File: config.mk
export PLATFORM = sky130hd
export DESIGN_NAME = control_slew
export DESIGN_NICKNAME = d
export VERILOG_FILES = /design/src/rtl/addatone_pkg.sv /design/src/rtl/slew_step.sv /design/src/rtl/control_slew.sv
export SDC_FILE = /design/constraint.sdc
export NUM_CORES = 1
export LEC_CHECK = 0
export CAP_MARGIN = 20
export CORE_AREA = 4 4 125 175
export CTS_CLUSTER_DIAMETER = 30
export CTS_CLUSTER_SIZE = 40
export DETAILED_ROUTE_END_ITERATION = 8
export DIE_AREA = 0 0 129 179
export PLACE_DENSITY = 0.89
export SLEW_MARGIN = 10
export SYNTH_ARGS = -nofsm -noshare
export SYNTH_HDL_FRONTEND = slang
export SYNTH_HIERARCHICAL = 1
export SYNTH_SLANG_ARGS = --single-unit
File: constraint.sdc
create_clock -name i_Clock -period 13.3 [get_ports i_Clock]
set_clock_uncertainty 0.2 [all_clocks]
set_input_delay 3.325 -clock i_Clock [delete_from_list [all_inputs] [get_ports i_Clock]]
set_output_delay 3.325 -clock i_Clock [all_outputs]
set_load 0.005 [all_outputs]
File: src/rtl/addatone_pkg.sv
// Shared constants and types for the addatone control path.
// Holds the ADC word width, the default scaler width, the channel index map
// used by control_slew, the control FSM encoding and the harmonic-count clamp.
package addatone_pkg;

  localparam int unsigned ADC_W       = 16;
  localparam int unsigned DIV_BIT_DEF = 11;
  localparam int unsigned CH_W        = 3;

  // Channel index map, one channel per CH cycle
  localparam logic [CH_W-1:0] CH_FREQ    = 3'd0;
  localparam logic [CH_W-1:0] CH_HSCALE0 = 3'd1;
  localparam logic [CH_W-1:0] CH_INIT0   = 3'd2;
  localparam logic [CH_W-1:0] CH_HSCALE1 = 3'd3;
  localparam logic [CH_W-1:0] CH_INIT1   = 3'd4;
  localparam logic [CH_W-1:0] CH_FSCALE  = 3'd5;
  localparam logic [CH_W-1:0] CH_HCOUNT  = 3'd6;

  typedef enum logic [1:0] {
    ST_IDLE = 2'd0,
    ST_LOAD = 2'd1,
    ST_CH   = 2'd2,
    ST_DONE = 2'd3
  } state_t;

  // Harmonic count is never zero and never above the ceiling
  function automatic logic [7:0] clamp_hcount(input logic [7:0] raw, input logic [7:0] max_h);
    if (raw == 8'd0) begin
      return 8'd1;
    end else if (raw > max_h) begin
      return max_h;
    end else begin
      return raw;
    end
  endfunction

endpackage

File: src/rtl/slew_step.sv
// slew_step: one slew-rate-limited step from current toward target.
// Ports:
//   i_current  present value
//   i_target   value being approached
//   i_step     largest allowed change
//   o_next_c   combinational next value; lands on target when within one step,
//              otherwise moves exactly one step (never wraps, never overshoots)
module slew_step
  import addatone_pkg::*;
#(
  parameter int unsigned W = ADC_W
) (
  input  logic [W-1:0] i_current,
  input  logic [W-1:0] i_target,
  input  logic [W-1:0] i_step,
  output logic [W-1:0] o_next_c
);

  logic         up;
  logic [W-1:0] mag;

  // Stepping only when mag > step keeps current +/- step inside [0, 2^W)
  always_comb begin
    up  = (i_target >= i_current);
    mag = up ? (i_target - i_current) : (i_current - i_target);
    if (mag <= i_step) begin
      o_next_c = i_target;
    end else if (up) begin
      o_next_c = i_current + i_step;
    end else begin
      o_next_c = i_current - i_step;
    end
  end

endmodule

File: src/rtl/control_slew.sv
// control_slew: slew-rate limits the ADC control words feeding the synth core.
// A rising edge of i_Data_Received snapshots all seven ADC words (LOAD), then
// one channel per cycle is stepped toward its snapshot (CH0..CH6), then
// o_Update pulses for one cycle (DONE). Edges seen while busy collapse into a
// single pending pass that starts straight from DONE.
// Ports:
//   i_Clock, i_Reset_n           clock, async active-low reset
//   i_Data0..i_Data6             freq, hscale0, init0, hscale1, init1, freq offset, harmonic count
//   i_Data_Received              frame-complete level from the ADC receiver
//   o_Frequency, o_Freq_Scale    slewed 16-bit frequency and offset
//   o_Harmonic_Scale0/1          slewed scaler controls (DIV_BIT)
//   o_Scale_Initial0/1           slewed scaler initial values (DIV_BIT)
//   o_Harmonic_Count             clamped harmonic count
//   o_Update                     one-cycle pulse after a full pass
//   o_Busy                       high from LOAD through DONE
// Build option: CONTROL_SLEW_HYST_EN holds the frequency channel when the
// target is within 3 counts of the current value (ADC jitter suppression).
// DIV_BIT is assumed to be below 16.
module control_slew
  import addatone_pkg::*;
#(
  parameter int unsigned        DIV_BIT       = DIV_BIT_DEF,
  parameter logic [15:0]        FREQ_STEP     = 16'd64,
  parameter logic [DIV_BIT-1:0] SCALE_STEP    = 11'd16,
  parameter logic [7:0]         MAX_HARMONICS = 8'd100
) (
  input  logic               i_Clock,
  input  logic               i_Reset_n,
  input  logic [15:0]        i_Data0,
  input  logic [15:0]        i_Data1,
  input  logic [15:0]        i_Data2,
  input  logic [15:0]        i_Data3,
  input  logic [15:0]        i_Data4,
  input  logic [15:0]        i_Data5,
  input  logic [15:0]        i_Data6,
  input  logic               i_Data_Received,
  output logic [15:0]        o_Frequency,
  output logic [DIV_BIT-1:0] o_Harmonic_Scale0,
  output logic [DIV_BIT-1:0] o_Scale_Initial0,
  output logic [DIV_BIT-1:0] o_Harmonic_Scale1,
  output logic [DIV_BIT-1:0] o_Scale_Initial1,
  output logic [15:0]        o_Freq_Scale,
  output logic [7:0]         o_Harmonic_Count,
  output logic               o_Update,
  output logic               o_Busy
);

  state_t            state_q, state_d;
  logic [CH_W-1:0]   ch_q, ch_d;
  logic              pend_q, pend_d;
  logic              rcv_q, rcv_d;

  logic [15:0]        sh_freq_q, sh_freq_d;
  logic [DIV_BIT-1:0] sh_hs0_q, sh_hs0_d;
  logic [DIV_BIT-1:0] sh_init0_q, sh_init0_d;
  logic [DIV_BIT-1:0] sh_hs1_q, sh_hs1_d;
  logic [DIV_BIT-1:0] sh_init1_q, sh_init1_d;
  logic [15:0]        sh_fscale_q, sh_fscale_d;
  logic [7:0]         sh_hcount_q, sh_hcount_d;

  logic [15:0]        freq_q, freq_d;
  logic [DIV_BIT-1:0] hs0_q, hs0_d;
  logic [DIV_BIT-1:0] init0_q, init0_d;
  logic [DIV_BIT-1:0] hs1_q, hs1_d;
  logic [DIV_BIT-1:0] init1_q, init1_d;
  logic [15:0]        fscale_q, fscale_d;
  logic [7:0]         hcount_q, hcount_d;
  logic               update_q, update_d;
  logic               busy_q, busy_d;

  logic               data_edge_c;
  logic [ADC_W-1:0]   slew_cur, slew_tgt, slew_sz, slew_next;
  logic               hyst_hold;
  logic               adc_unused_c;

  // Only the low bits of the scaler and count words carry information
  assign adc_unused_c = ^{i_Data1[15:DIV_BIT], i_Data2[15:DIV_BIT], i_Data3[15:DIV_BIT],
                          i_Data4[15:DIV_BIT], i_Data6[15:8]};

  assign data_edge_c = i_Data_Received & ~rcv_q;

  // Operand mux for the single shared slew unit, selected by channel index
  always_comb begin
    slew_cur = freq_q;
    slew_tgt = sh_freq_q;
    slew_sz  = FREQ_STEP;
    case (ch_q)
      CH_HSCALE0: begin
        slew_cur = 16'(hs0_q);
        slew_tgt = 16'(sh_hs0_q);
        slew_sz  = 16'(SCALE_STEP);
      end
      CH_INIT0: begin
        slew_cur = 16'(init0_q);
        slew_tgt = 16'(sh_init0_q);
        slew_sz  = 16'(SCALE_STEP);
      end
      CH_HSCALE1: begin
        slew_cur = 16'(hs1_q);
        slew_tgt = 16'(sh_hs1_q);
        slew_sz  = 16'(SCALE_STEP);
      end
      CH_INIT1: begin
        slew_cur = 16'(init1_q);
        slew_tgt = 16'(sh_init1_q);
        slew_sz  = 16'(SCALE_STEP);
      end
      CH_FSCALE: begin
        slew_cur = fscale_q;
        slew_tgt = sh_fscale_q;
        slew_sz  = FREQ_STEP;
      end
      default: begin
        slew_cur = freq_q;
        slew_tgt = sh_freq_q;
        slew_sz  = FREQ_STEP;
      end
    endcase
  end

  slew_step #(.W(ADC_W)) u_slew_step (
    .i_current (slew_cur),
    .i_target  (slew_tgt),
    .i_step    (slew_sz),
    .o_next_c  (slew_next)
  );

`ifdef CONTROL_SLEW_HYST_EN
  logic [15:0] hyst_mag;

  // Small frequency targets are treated as ADC jitter and ignored
  always_comb begin
    hyst_mag  = (sh_freq_q >= freq_q) ? (sh_freq_q - freq_q) : (freq_q - sh_freq_q);
    hyst_hold = (hyst_mag < 16'd4);
  end
`else
  assign hyst_hold = 1'b0;
`endif

  // Next-state and next-output logic
  always_comb begin
    state_d     = state_q;
    ch_d        = ch_q;
    pend_d      = pend_q;
    rcv_d       = i_Data_Received;
    sh_freq_d   = sh_freq_q;
    sh_hs0_d    = sh_hs0_q;
    sh_init0_d  = sh_init0_q;
    sh_hs1_d    = sh_hs1_q;
    sh_init1_d  = sh_init1_q;
    sh_fscale_d = sh_fscale_q;
    sh_hcount_d = sh_hcount_q;
    freq_d      = freq_q;
    hs0_d       = hs0_q;
    init0_d     = init0_q;
    hs1_d       = hs1_q;
    init1_d     = init1_q;
    fscale_d    = fscale_q;
    hcount_d    = hcount_q;
    update_d    = 1'b0;

    case (state_q)
      ST_IDLE: begin
        if (data_edge_c) begin
          state_d = ST_LOAD;
        end
      end
      ST_LOAD: begin
        if (data_edge_c) begin
          pend_d = 1'b1;
        end
        sh_freq_d   = i_Data0;
        sh_hs0_d    = i_Data1[DIV_BIT-1:0];
        sh_init0_d  = i_Data2[DIV_BIT-1:0];
        sh_hs1_d    = i_Data3[DIV_BIT-1:0];
        sh_init1_d  = i_Data4[DIV_BIT-1:0];
        sh_fscale_d = i_Data5;
        sh_hcount_d = i_Data6[7:0];
        ch_d        = CH_FREQ;
        state_d     = ST_CH;
      end
      ST_CH: begin
        if (data_edge_c) begin
          pend_d = 1'b1;
        end
        case (ch_q)
          CH_FREQ:    freq_d   = hyst_hold ? freq_q : slew_next;
          CH_HSCALE0: hs0_d    = DIV_BIT'(slew_next);
          CH_INIT0:   init0_d  = DIV_BIT'(slew_next);
          CH_HSCALE1: hs1_d    = DIV_BIT'(slew_next);
          CH_INIT1:   init1_d  = DIV_BIT'(slew_next);
          CH_FSCALE:  fscale_d = slew_next;
          CH_HCOUNT:  hcount_d = clamp_hcount(sh_hcount_q, MAX_HARMONICS);
          default:    ;
        endcase
        if (ch_q == CH_HCOUNT) begin
          state_d  = ST_DONE;
          update_d = 1'b1;
        end else begin
          ch_d = ch_q + 3'd1;
        end
      end
      ST_DONE: begin
        // An edge landing on DONE counts as pending
        if (pend_q || data_edge_c) begin
          state_d = ST_LOAD;
          pend_d  = 1'b0;
        end else begin
          state_d = ST_IDLE;
        end
      end
      default: state_d = ST_IDLE;
    endcase

    busy_d = (state_d != ST_IDLE);
  end

  always_ff @(posedge i_Clock or negedge i_Reset_n) begin
    if (!i_Reset_n) begin
      state_q     <= ST_IDLE;
      ch_q        <= CH_FREQ;
      pend_q      <= 1'b0;
      rcv_q       <= 1'b0;
      sh_freq_q   <= 16'd0;
      sh_hs0_q    <= '0;
      sh_init0_q  <= '0;
      sh_hs1_q    <= '0;
      sh_init1_q  <= '0;
      sh_fscale_q <= 16'd0;
      sh_hcount_q <= 8'd0;
      freq_q      <= 16'd90;
      hs0_q       <= '0;
      init0_q     <= '0;
      hs1_q       <= '0;
      init1_q     <= '0;
      fscale_q    <= 16'd0;
      hcount_q    <= MAX_HARMONICS;
      update_q    <= 1'b0;
      busy_q      <= 1'b0;
    end else begin
      state_q     <= state_d;
      ch_q        <= ch_d;
      pend_q      <= pend_d;
      rcv_q       <= rcv_d;
      sh_freq_q   <= sh_freq_d;
      sh_hs0_q    <= sh_hs0_d;
      sh_init0_q  <= sh_init0_d;
      sh_hs1_q    <= sh_hs1_d;
      sh_init1_q  <= sh_init1_d;
      sh_fscale_q <= sh_fscale_d;
      sh_hcount_q <= sh_hcount_d;
      freq_q      <= freq_d;
      hs0_q       <= hs0_d;
      init0_q     <= init0_d;
      hs1_q       <= hs1_d;
      init1_q     <= init1_d;
      fscale_q    <= fscale_d;
      hcount_q    <= hcount_d;
      update_q    <= update_d;
      busy_q      <= busy_d;
    end
  end

  assign o_Frequency       = freq_q;
  assign o_Harmonic_Scale0 = hs0_q;
  assign o_Scale_Initial0  = init0_q;
  assign o_Harmonic_Scale1 = hs1_q;
  assign o_Scale_Initial1  = init1_q;
  assign o_Freq_Scale      = fscale_q;
  assign o_Harmonic_Count  = hcount_q;
  assign o_Update          = update_q;
  assign o_Busy            = busy_q;

endmodule

== After elaboration in Yosys (flattened, before gate mapping) ==
Index checks and enable logic that the tools add are counted.

* Reduce and logical (&&, ||, !) cells: 18
* Multiplexer cells: 19
* $add $sub $neg: 5
* Div/mod/pow operators: 0
* Multipliers: 0
* Equality and inequality tests: 12
* Shift-type cells: 0
* Bitwise logic cells: 2
* Order comparisons: 3

{| class="wikitable"
|+ Operator list
! cell !! count
|-
| one-hot mux 16 bit (5 select lines) || 2
|-
| 2-to-1 mux 16 bit || 3
|-
| subtractor 16 bit || 2
|-
| adder 16 x 7 -> 16 bit || 1
|-
| >= comparator 16 bit || 1
|-
| <= comparator 16 x 7 -> 1 bit || 1
|-
| 2-to-1 mux 8 bit || 2
|-
| AND reduction 2 bit || 8
|-
| subtractor 16 x 7 -> 16 bit || 1
|-
| equality test 3 bit, second input constant || 3
|-
| > comparator 8 x 7 -> 1 bit, second input constant || 1
|-
| logical NOT 8 bit || 1
|-
| one-hot mux 2 bit (4 select lines) || 1
|-
| 2-to-1 mux 7 bit || 1
|-
| equality test 3 x 2 -> 1 bit, second input constant || 2
|-
| one-hot mux 3 bit (2 select lines) || 1
|-
| nonzero test 2 bit || 3
|-
| 2-to-1 mux 1 bit || 5
|-
| equality test 2 bit, second input constant || 2
|-
| 2-to-1 mux 2 bit || 2
|-
| != test 2 bit, second input constant || 2
|-
| OR reduction 4 bit || 1
|-
| adder 3 x 1 -> 3 bit, second input constant || 1
|-
| equality test 3 x 1 -> 1 bit, second input constant || 1
|-
| other kinds (11) || 11
|}

* Latch bits: 0
* Bits in writable memories: 0
* Bits in registers: 177
* Logic and storage cells: 79
* Output and inout bits: 86
* Memories: 0
* Bits in read-only memories: 0

== Logic depth before layout (Yosys ltp) ==
* Word-level depth: 6
* Depth in mapped cells: 32
* Gate-level depth less buffers: 26

== By module ==
Netlist, hierarchy kept.

{| class="wikitable"
|+ By module, submodules not included
! module !! seq. area each (µm²) !! cells an instance !! instances !! area an instance (µm²)
|-
| control_slew || 4438.0 || 588 || 1 || 7875.1
|-
| slew_step || 0.0 || 455 || 1 || 3146.8
|}

== Worst setup path before layout ==
OpenSTA, ideal clock, no wires.

* Kind: register to register
* Start: reg ch_q[0]
* End: reg fscale_q[4] (netlist: o_Freq_Scale[4])
* Required time: 12.975 ns
* Arrival: 5.666 ns
* Cell stages (with the launch flop): 29
* Buffers on the path: 6
* Path slack: 7.309 ns
* Cells stage by stage: dfrtp_1 -> inv_1 -> ha_1 -> buf_6 -> nor2b_4 -> buf_6 -> or4_4 -> buf_6 -> buf_12 -> o211ai_2 -> o21a_1 -> inv_1 -> fa_1 -> nand3_1 -> a311oi_2 -> a211oi_2 -> o21ai_2 -> buf_4 -> a32oi_1 -> xor2_1 -> ha_1 -> a21o_1 -> a21o_1 -> a21oi_1 -> o21ai_0 -> o21ai_2 -> clkbuf_1 -> o21ai_0 -> mux2_2

* Word-level cells in the longest chain between the ends: 6
* Elaborated cells between the ends (all ways): 19
* Classes of those cells: add/sub: 4; order compare: 2; eq/ne: 5; mux: 6; reduce/logical: 2

{| class="wikitable"
|+ RTL lines
! what !! RTL line !! source
|-
| start, declared || control_slew.sv:49 || <nowiki>logic [CH_W-1:0] ch_q, ch_d;</nowiki>
|-
| start signal, assigned || control_slew.sv:242 || <nowiki>ch_q <= ch_d;</nowiki>
|-
| equality test 3 bit (tied with other cells) || control_slew.sv:87 || <nowiki>case (ch_q)</nowiki>
|-
| one-hot mux 16 bit (5 select lines) (*) || control_slew.sv:87 ||
|-
| net slew_cur[1] || control_slew.sv:72 || <nowiki>logic [ADC_W-1:0] slew_cur, slew_tgt, slew_sz, slew_next;</nowiki>
|-
| subtractor 16 bit / >= comparator 16 bit (equally long branches) || slew_step.sv:25, slew_step.sv:24 ||
|-
| 2-to-1 mux 16 bit || slew_step.sv:25 || <nowiki>mag = up ? (i_target - i_current) : (i_current - i_target);</nowiki>
|-
| <= comparator 16 x 7 -> 1 bit || slew_step.sv:26 || <nowiki>if (mag <= i_step) begin</nowiki>
|-
| 2-to-1 mux 16 bit (*) || slew_step.sv:26 ||
|-
| net slew_next[4] || control_slew.sv:72 ||
|-
| end signal, assigned || control_slew.sv:257 || <nowiki>fscale_q <= fscale_d;</nowiki>
|-
| end, declared || control_slew.sv:66 || <nowiki>logic [15:0] fscale_q, fscale_d;</nowiki>
|}

Mark *: on every way through the listed nets, which the timed path passes. The rest lies on a longest branch.
A chain may end at the register's enable or synchronous reset.

== Worst setup path in the final report ==
* Start: reg ch_q[0]
* End: reg hs0_q[7] (netlist: o_Harmonic_Scale0[7])

* Word-level cells in the longest chain between the ends: 6
* Elaborated cells between the ends (all ways): 19
* Classes of those cells: add/sub: 4; order compare: 2; eq/ne: 5; mux: 6; reduce/logical: 2

{| class="wikitable"
|+ RTL lines
! what !! RTL line !! source
|-
| equality test 3 bit (tied with other cells) || control_slew.sv:87 ||
|-
| one-hot mux 16 bit (5 select lines) (*) || control_slew.sv:87 ||
|-
| net slew_tgt[3] || control_slew.sv:72 ||
|-
| subtractor 16 bit / >= comparator 16 bit (equally long branches) || slew_step.sv:25, slew_step.sv:24 ||
|-
| 2-to-1 mux 16 bit || slew_step.sv:25 ||
|-
| <= comparator 16 x 7 -> 1 bit || slew_step.sv:26 ||
|-
| 2-to-1 mux 16 bit (*) || slew_step.sv:26 ||
|-
| net slew_next[7] || control_slew.sv:72 ||
|-
| end signal, assigned || control_slew.sv:253 || <nowiki>hs0_q <= hs0_d;</nowiki>
|-
| end, declared || control_slew.sv:62 || <nowiki>logic [DIV_BIT-1:0] hs0_q, hs0_d;</nowiki>
|}

Marked as above.

==> load_flow_metrics.sql <==
INSERT INTO impl_metrics (metric_group, metric, value, unit) VALUES
('global_route', 'gr-total-overflow', '0', ''),
('layout', 'fin_nets', '1413', ''),
('synth', 'synth_ff_type', 'dfrtp_1', ''),
('setup_path', 'path_cells', 'inv_1, ha_1, and2_1, or4_4, nor2_1, a31oi_1, ha_1, nand4_1, a311oi_2, a211oi_2, o21ai_2, and3_1, a21oi_1, xor2_1, ha_1, and4_1, o21ai_0, a211oi_1, o21ai_2, buf_8, o21ai_0, mux2_2', ''),
('clock_tree', 'tritoncts_clock_tree', 'yes', ''),
('sta', 'final-hold-violation-count', '0', ''),
('setup_path', 'critical_path_required', '13.46', 'ns'),
('floorplanning', 'die_span_x', '129', 'um'),
('layout', 'drive_above_1_share', '19.17', '%'),
('sta', 'finalCritPeriodShare', '62.04', '%'),
('place', 'detailedPlacementHpwl', '23160', 'um'),
('synth', 'synth.yosys.warnings', '6', ''),
('place', 'port_buffers', '172', ''),
('setup_path', 'signal_arrival_time_at_the_worst_endpoint', '8.41', 'ns'),
('min_path', 'holdCritPathClass', 'reg2reg', ''),
('synth', 'synth_async_sr_flop_share', '100.0', '%'),
('setup_path', 'crit_fanout', '44', ''),
('setup_path', 'startpoint_type', 'register', ''),
('setup_path', 'max_stage_delay', '0.92', 'ns'),
('layout', 'syn2layout_area_growth', '23.45', '%'),
('synth', 'post_synth_simple_gate_area', '7.617', '%'),
('clock_tree', 'cts-root-to-sink-buffers', '2', ''),
('sta', 'unrepaired_setup_endpoints_after_global_routing', 'false', ''),
('sta', 'max-slew-margin-rel', '21.64', '%'),
('floorplanning', 'core_region_area', '0.02032', 'mm2'),
('synth', 'synthDominantCellAreaShare', '38.60', '%'),
('setup_path', 'rr_endpoint', 'o_Harmonic_Scale0[7]', ''),
('synth', 'synth_commonest_cells', 'dfrtp_1 (170), mux2_2 (165), nand2_1 (83), ha_1 (72), inv_1 (69)', ''),
('clock_tree', 'ctsHtreeMaxLevel', '4', ''),
('floorplanning', 'die_y', '179', 'um'),
('sta', 'worst_pin_slew', '1.163', 'ns'),
('synth', 'synthesized_instance_count', '1043', ''),
('synth', 'synth_top_family_by_area', 'multiplexers', ''),
('status', 'status', 'finished clean', ''),
('global_route', 'track_usage', '28.79', '%'),
('synth', 'post-synth-top-count-cell', 'dfrtp_1', ''),
('synth', 'synth_enable_flop_cells', '0', ''),
('floorplanning', 'die-area', '0.02309', 'mm2'),
('drt', 'ant_nets', '0', ''),
('setup_path', 'reg2reg_slack', '5.05', 'ns'),
('sta', 'finalMaxSlewViolations', '0', ''),
('setup_path', 'cp_common_cell', 'ha_1', ''),
('clock_tree', 'clock-root-buffer', 'clkbuf_16', ''),
('clock_tree', 'post_cts_buffers', '0', ''),
('sta', 'finalCriticalPeriod', '8.252', 'ns'),
('global_route', 'maximum_number_of_pins_on_one_net_before_global_route_repair', '111', ''),
('place', 'preCtsSetupSlack', '4.613', 'ns'),
('setup_path', 'timing.critical_path.max_delay_family', 'compound AO/OA/AOI/OAI gates', ''),
('clock_tree', 'cts_hold_buf', '0', ''),
('min_path', 'whs_path_depth', '2', ''),
('floorplanning', 'placement_rows', '62', ''),
('sta', 'number_of_setup_violations_in_the_final_report', '0', ''),
('place', 'place.gp.congestion', '0.9012', ''),
('setup_path', 'worstReg2RegStart', 'ch_q[0]', ''),
('setup_path', 'worstRegToRegCells', '22', ''),
('min_path', 'whs_endpoint', 'o_Harmonic_Count[6]', ''),
('setup_path', 'critical_path.slowest_cell', 'o21ai_0', ''),
('drt', 'routed-via-count', '9183', ''),
('min_path', 'min_from', 'o_Harmonic_Count[6]', ''),
('clock_tree', 'insertion_delay', '0.44', 'ns'),
('global_route', 'global_route_wire_length_before_repair', '51890', 'um'),
('synth', 'yosys-top-cells-area', 'dfrtp_1 (39%), mux2_2 (17%), ha_1 (8.2%)', ''),
('setup_path', 'timing.critical_path.buf_inv', '2', ''),
('floorplanning', 'floorplan.io_pins', '201', ''),
('floorplanning', 'start_util', '54.23', '%'),
('layout', 'util_after_layout', '66.95', '%'),
('job', 'max_cap_violations', '0', ''),
('drt', 'drt_drc_violations_left', '0', ''),
('setup_path', 'critical_path.endpoint_type', 'register', ''),
('sta', 'max_freq', '0.1212', 'GHz'),
('clock_tree', 'num_cts_buffers', '17', '');
[per-layer routing]
metal  track usage, %  up-vias  share of wire [%]
li1                 -     4089                  -
met1            32.18     4497                 36
met2            51.02      467                 53
met3            4.978      130                5.7
met4            16.68        0                5.9
met5                0        -                  0
[final cells by class]
| class | count | area (um2) |
|---|---|---|
| Antenna cell | 1 | 2.502 |
| Clock buffer | 17 | 425.4 |
| Clock inverter | 15 | 202.7 |
| Fill cell | 1421 | 6718 |
| Inverter | 69 | 259.0 |
| Multi-Input combinational cell | 778 | 6141 |
| Sequential cell | 177 | 4438 |
| Tap cell | 256 | 320.3 |
| Timing Repair Buffer | 180 | 1818 |
[state kept, by name, summed over array words and instances, names as in the netlist, 2 cells and up]
register,flops
sh_hs0_q,11
o_Scale_Initial0,11
sh_hcount_q,8
state_q,2
o_Frequency,16
o_Freq_Scale,16
sh_fscale_q,16
sh_hs1_q,11
ch_q,3
o_Harmonic_Count,8
o_Harmonic_Scale1,11
o_Harmonic_Scale0,11
o_Scale_Initial1,11
sh_init1_q,11
sh_init0_q,11
sh_freq_q,16
[how the worst max path moves through the flow]
stage,from,end,cells past startpoint
2_1_floorplan,ch_q[0],o_Freq_Scale[4],28
3_3_place_gp,ch_q[2],o_Freq_Scale[6],22
3_5_place_dp,ch_q[2],o_Scale_Initial1[6],22
4_1_cts,ch_q[2],o_Harmonic_Scale1[6],22
5_1_grt,ch_q[0],o_Harmonic_Scale0[7],24
6_report,ch_q[0],o_Harmonic_Scale0[7],22
[cell families (layout without fill, tap and decap cells)]
kind of cell | after synthesis | in the layout
mux | 170 | 170
simple gates | 184 | 184
buf+inv | 131 | 281
xor+xnor | 43 | 43
other cells | 1 | 45
compound gates | 262 | 262
flops | 177 | 177
fa+ha+maj | 75 | 75
[layout by cell type (no fill, tap or decap), drive strengths merged, types with 15 or more instances in the layout]
master | Yosys | routed
ha | 72 | 72
xnor2 | 29 | 29
mux2 | 165 | 165
conb | 1 | 44
a21o | 22 | 22
a21oi | 47 | 47
o21a | 20 | 20
a222oi | 22 | 22
o21ai | 51 | 51
dfrtp | 170 | 170
nand2 | 83 | 83
clkdlybuf4s50 | 0 | 171
o211ai | 21 | 21
nor2 | 42 | 42
inv | 69 | 75
a31oi | 18 | 18
clkbuf | 26 | 17
a22oi | 15 | 15
[worst register-to-register path: stages, from the launching register on]
cell,delay [ns]
dfrtp_1,0.41
inv_1,0.14
ha_1,0.53
and2_1,0.70
or4_4,0.63
nor2_1,0.15
a31oi_1,0.53
ha_1,0.44
nand4_1,0.21
a311oi_2,0.35
a211oi_2,0.12
o21ai_2,0.74
and3_1,0.30
a21oi_1,0.06
xor2_1,0.17
ha_1,0.30
and4_1,0.22
o21ai_0,0.10
a211oi_1,0.25
o21ai_2,0.17
buf_8,0.20
o21ai_0,0.93
mux2_2,0.33
[stage by stage]
stage,hold slack [ns],cells
final,0.2584,1493
after global routing,0.2816,1493
after CTS,0.2592,1489
after detailed placement,0.2467,1457
after global placement,0.2440,1457
after floorplan,0.2438,1086
Power is not shown: default switching activity piles up to over one toggle a cycle in this logic, so the estimate is an artifact.
